### config.mk
export PLATFORM = sky130hd
export DESIGN_NAME = music_rom_flat
export DESIGN_NICKNAME = d
export VERILOG_FILES = /design/src/rtl/music_rom_if.sv /design/src/rtl/music_rom.sv /design/src/flat_wrapper.sv
export SDC_FILE = /design/constraint.sdc
export NUM_CORES = 1
export LEC_CHECK = 0
export CORE_AREA = 2 2 39 41
export CTS_CLUSTER_SIZE = 25
export DETAILED_ROUTE_END_ITERATION = 16
export DIE_AREA = 0 0 41 43
export HOLD_SLACK_MARGIN = 0.08
export REMOVE_ABC_BUFFERS = 1
export SLEW_MARGIN = 10
export SYNTH_ARGS = -nofsm -noshare
export SYNTH_HDL_FRONTEND = slang
export SYNTH_SLANG_ARGS = --single-unit
### constraint.sdc
create_clock -name clk -period 0.8 [get_ports clk]
set_input_delay 0.08 -clock clk [delete_from_list [all_inputs] [get_ports clk]]
set_output_delay 0.08 -clock clk [all_outputs]
set_load 0.02 [all_outputs]
### src/rtl/music_rom_if.sv
`default_nettype none
// ============================================================================
// Module      : music_rom_if
// Description : Read bus between the song sequencer and the song table.
//               address : 8-bit song slot index, driven by the sequencer
//               note    : 8-bit registered note code, driven by the table
//               master  : sequencer side (drives address, reads note)
//               slave   : table side (reads address, drives note)
// Revision    : 1.0 - initial release
// ============================================================================
interface music_rom_if;
  logic [7:0] address;
  logic [7:0] note;

  modport master (output address, input  note);
  modport slave  (input  address, output note);
endinterface : music_rom_if
`default_nettype wire

### src/rtl/music_rom.sv
`default_nettype none
// ============================================================================
// Module      : music_rom
// Description : Synchronous read-only song table for the snowfall music path.
//               One slot per beat; each slot holds a note code in semitones
//               from C4 (0 = rest). Holds the Jingle Bells chorus twice with
//               two endings, then silence up to slot 255.
// Ports       : clk    - rising-edge clock
//               rst_n  - asynchronous, active-low reset (note forced to 0)
//               bus    - music_rom_if.slave: address in, registered note out
// Revision    : 1.0 - initial release
// ============================================================================
module music_rom (
  input  wire          clk,
  input  wire          rst_n,
  music_rom_if.slave   bus
);

  // Song body, slots 0..63. Everything from slot 64 upward is silence.
  localparam logic [7:0] c_SONG [0:63] = '{
    8'd5, 8'd5, 8'd5, 8'd5,   8'd5, 8'd5, 8'd5, 8'd5,
    8'd5, 8'd8, 8'd1, 8'd3,   8'd5, 8'd5, 8'd5, 8'd5,
    8'd6, 8'd6, 8'd6, 8'd6,   8'd6, 8'd5, 8'd5, 8'd5,
    8'd5, 8'd3, 8'd3, 8'd5,   8'd3, 8'd3, 8'd8, 8'd8,
    8'd5, 8'd5, 8'd5, 8'd5,   8'd5, 8'd5, 8'd5, 8'd5,
    8'd5, 8'd8, 8'd1, 8'd3,   8'd5, 8'd5, 8'd5, 8'd5,
    8'd6, 8'd6, 8'd6, 8'd6,   8'd6, 8'd5, 8'd5, 8'd5,
    8'd8, 8'd8, 8'd6, 8'd3,   8'd1, 8'd1, 8'd1, 8'd1
  };

  logic [7:0] note_d;
  logic [7:0] note_q;

  // Any address with bits [7:6] set lies past the end of the song.
  always_comb begin
    note_d = 8'd0;
    if (bus.address[7:6] == 2'b00) begin
      note_d = c_SONG[bus.address[5:0]];
    end
  end

  always_ff @(posedge clk or negedge rst_n) begin
    if (!rst_n) begin
      note_q <= 8'd0;
    end else begin
      note_q <= note_d;
    end
  end

  assign bus.note = note_q;

endmodule : music_rom
`default_nettype wire

### src/flat_wrapper.sv
// flat-port wrapper written by rule: the top's interface ports become plain ports
module music_rom_flat 
  (clk, rst_n, bus_address, bus_note);
  music_rom_if bus_i ();
  input  wire clk;
  input  wire rst_n;
  input wire logic [$bits(bus_i.address)-1:0] bus_address;
  output wire logic [$bits(bus_i.note)-1:0] bus_note;
  assign bus_i.address = bus_address;
  assign bus_note = bus_i.note;
  music_rom u_core (.clk(clk), .rst_n(rst_n), .bus(bus_i));
endmodule
* Word level (Yosys, flattened, before mapping)
Memory sizes are Yosys's and may differ from the RTL's.
Cells that the tools add are included.
** Storage, ports and cells
- Memory bits (read-only) :: 512
- Memories :: 1
- Word-level logic and storage cells :: 8
- Output and inout bits :: 8
- Register bits after elaboration :: 8
** Memories
- (no name shown) :: depth 64, width 8, read ports 1, clocked after memory_dff 0, write ports 0, line music_rom.sv:38 : note_d = c_SONG[bus.address[5:0]];
** Cells by class
- $lt $le $gt $ge :: 1
- Bitwise operators :: 1
- Multiplexer cells :: 3
- Reductions and logical operators :: 1
** Operators by type and width (count)
- 8-bit 2-to-1 mux :: 3
- 7-bit >= comparator, second input constant :: 1
- 6-bit NOT with 7-bit output :: 1
- 2-bit zero test :: 1

* Longest topological paths before layout
- Depth in word-level cells :: 5
- Gate-level depth with buffers :: 6
- Depth with buffers taken out :: 6

* Worst setup path before layout
No wires, ideal clock.
- Kind :: input-to-reg
- Start point :: input port bus_address[1]
- End point :: register u_core.note_q[1] (netlist: u_core.bus.note[1])
- Setup slack :: -153 ps
- Cell stages on the path :: 6
- Buffers on the path :: 0
- Arrival time :: 852 ps
- Path through :: inv_1 -> ha_1 -> nor2_1 -> o21ai_0 -> a22oi_1 -> nor4_1
** Between the ends
- Longest elaborated chain between the ends :: 5
** Ends and longest elaborated chain
- start: declaration :: line flat_wrapper.sv:7 : input wire logic [$bits(bus_i.address)-1:0] bus_address;
- 6-bit NOT with 7-bit output (implied by the code) :: line music_rom.sv:38
- memory read 64 x 8 bit
- 8-bit 2-to-1 mux (implied by the code) (2 in a row) :: line music_rom.sv:38
- 8-bit 2-to-1 mux :: line music_rom.sv:37 : if (bus.address[7:6] == 2'b00) begin
- named net u_core.note_d[1] :: line music_rom.sv:31 : logic [7:0] note_d;
- end signal: assignment :: line music_rom.sv:46 : note_q <= note_d;
- end: declaration :: line music_rom.sv:32 : logic [7:0] note_q;
The timed path passes the listed nets, and every way through them passes these cells. The select of a mux whose other input is x is not followed.

* Worst setup path in the final report
- Start point :: register u_core.note_q[1] (netlist: u_core.bus.note[1])
- End point :: output port bus_note[1]
** RTL lines
- end: declaration :: line flat_wrapper.sv:8 : output wire logic [$bits(bus_i.note)-1:0] bus_note;
No word-level cell between the ends.

==> reports/qor.json <==
{
  "grt_busiest_layer": "met2",
  "worst_setup_path_start_kind": "flop",
  "ys_types": 24,
  "p_clk_frac": 0.317,
  "timing_worst_setup_path_type": "reg -> out",
  "synthesized_instance_count": 48,
  "finalHoldWorstSlack_ns": 0.0971,
  "grt_util_met2": 0.234,
  "yosys-top-cells-area": "dfrtp_1, ha_1, buf_4",
  "synthesis.yosys.warnings": 0,
  "post-route-worst-setup-slack_ns": -0.00536,
  "hpwlAfterDp_um": 689,
  "final_core_utilization": 0.541,
  "final_nets": 90,
  "post_drt_wl_per_cell_um": 10.1,
  "via_count_of_the_first_global_routing_pass": 443,
  "diodes": 0,
  "drt-vias-per-instance": 4.62,
  "setup_repair_after_global_routing_missed_its_margin": "yes",
  "crit_path_top_delay_cell": "dfrtp_1",
  "critical_path.cell_chain": "buf_6",
  "grt_pass1_wl_um": 1580,
  "drv.max_cap_violation_count": 0,
  "vdd_drop_max_mv": 0.405,
  "largest_register_ff_count": 4,
  "port_buffers": 13,
  "largest_net_degree_at_the_start_of_global_routing": 8,
  "drt_iter0_drc": 3,
  "grt_usage": 0.127,
  "power.switching_fraction": 0.291,
  "grt_overflow_total": 0,
  "setup-violations-final": 3,
  "detail-route-antenna-nets": 0,
  "globalRouteMet1Util": 0.112,
  "vias": 416,
  "critical_path_buf_inv_count": 1,
  "cts.clk_slew.worst_paths_ns": 0.04,
  "final_hold_viol_count": 0,
  "groute.layer.met3.usage": 0.0366,
  "synth_commonest_cells": "nand2_1, buf_4, dfrtp_1, ha_1, nor2_1",
  "remaining_drc_errors": 0,
  "ys_async_sr_fraction": 1.00,
  "cp_max_fo": 1,
  "std_cell_rows": 14,
  "switchingPower_uw": 222,
  "fmaxAchievable_mhz": 1240,
  "seq_area_frac_synth": 0.265,
  "initial_antenna_violation_count": 0,
  "finish.cell_count_without_fillers": 90,
  "fp.dieH_um": 43,
  "postRouteWirelength_um": 910,
  "timing.critical_path.arrival_ns": 0.73,
  "tritoncts_clock_tree": "built",
  "synthDominantCellAreaShare": 0.265,
  "filler_cell_count": 137,
  "postSynthAreaPerCell_um2": 7.87,
  "critical-path-top-delay-family": "flip-flops",
  "flow.area_growth_from_synthesis_pct": 98.0,
  "dieArea_mm2": 0.00176,
  "ys_ff_latch": 4,
  "total_leakage_power_uw": 0.000356,
  "routabilityCongestion": 0.772,
  "num_io_pins": 18,
  "drive_above_1_share": 0.541,
  "fin_crit_sh": 1.01,
  "violated_checks": "negative setup slack",
  "worstPathRequired_ns": 0.72,
  "largest_stage_delay_on_the_critical_path_ns": 0.36,
  "cts-htree-levels": 1,
  "syn_area_um2": 378,
  "status": "finished, violations left",
  "dpl.cell_count": 83,
  "seqPwrFrac": 0.283,
  "synth.most_common_cell": "nand2_1",
  "die_x_um": 41,
  "synth_top_area_cell": "dfrtp_1",
  "clkSinkCount": 4,
  "clock_tree.root_cell": "clkbuf_4",
  "pre_cts_ws_ns": -0.721,
  "min_period_ns": 0.805,
  "internal_power_uw": 542,
  "cts_made_buffers": 3,
  "pwr_density_cell_mw_per_mm2": 1020,
  "fin_setup_tns_ns": -0.00644,
  "cts_max_path_buffers": 2,
  "maxSlewViolCount": 0,
  "synth_top_flop_cell": "dfrtp_1",
  "first_pass_iters": 2,
  "min-delay-path-class": "in -> reg",
  "core_mm2": 0.00138,
  "pwr-share-comb": 0.400,
  "floorplan.initialDensity": 0.273,
  "worstSetupEndpointType": "output pin",
  "synth_edf_count": 0
}
## logic make-up after synthesis
kind of cell,Yosys count,synth area share
simple gates,17,0.219
compound gates,11,0.202
buf+inv,10,0.146
fa+ha+maj,4,0.132
flops,4,0.265
mux,1,0.0265
other cells,1,0.00992
## path summary, 6_finish.rpt
path	to	start	cells after the start	slack (ns)
worst min-delay path	u_core.bus.note[2]	bus_address[7]	2	0.1
worst max-delay path	bus_note[1]	u_core.bus.note[1]	1	-0.005
max in group asynchronous	u_core.bus.note[3]	rst_n	2	0.04
min in group asynchronous	u_core.bus.note[1]	rst_n	2	0.60
## through the flow
stage | area [um^2] | power, uW
after floorplan | 349 | 309
after global placement | 567 | 441
after detailed placement | 567 | 444
after CTS | 682 | 729
after global routing | 748 | 833
final | 748 | 764
## layer usage
| metal | vias to the layer above | wire length (um) |
|---|---|---|
| met1 | 192 | 322 |
| met4 | 0 | 15 |
| met2 | 15 | 523 |
| met5 | - | 0 |
| met3 | 3 | 49 |
| li1 | 206 | - |
## power groups by stage
stage | clock network (uW) | logic (uW) | registers (uW)
2_1_floorplan | 0 | 81.0 | 228
3_3_place_gp | 0 | 225 | 216
4_1_cts | 248 | 264 | 216
5_1_grt | 282 | 334 | 217
3_5_place_dp | 0 | 227 | 217
6_report | 243 | 306 | 216
## timing repair
item	CTS	global route
pin swaps	10	8
hold buffers	1	0
cloned	0	0
setup endpoints to repair	8	8
setup buffers	2	1
gates resized for setup	59	19
endpoints found under the hold margin	4	0
## layout by cell type (no fill, tap or decap), drive strengths merged, types with 2 or more instances in the layout
master	synthesis	layout
inv	4	4
nand2b	2	2
ha	4	4
dlygate4sd2	0	3
nor2	4	4
clkbuf	0	3
conb	1	4
a21oi	2	2
dfrtp	4	4
o21ai	4	4
nand3	2	2
buf	6	20
nand2	5	5
## layout make-up
cell class / count / area, um^2 / share of cell area
well taps: 16 / 20.0 / 0.0268
multi-input cells: 37 / 318 / 0.425
repair buffers: 26 / 265 / 0.355
flip-flops and latches: 4 / 100 / 0.134
inverters: 4 / 22.5 / 0.0301
clock buffers: 3 / 22.5 / 0.0301
No activity file was read; power rests on OpenSTA's default activity.
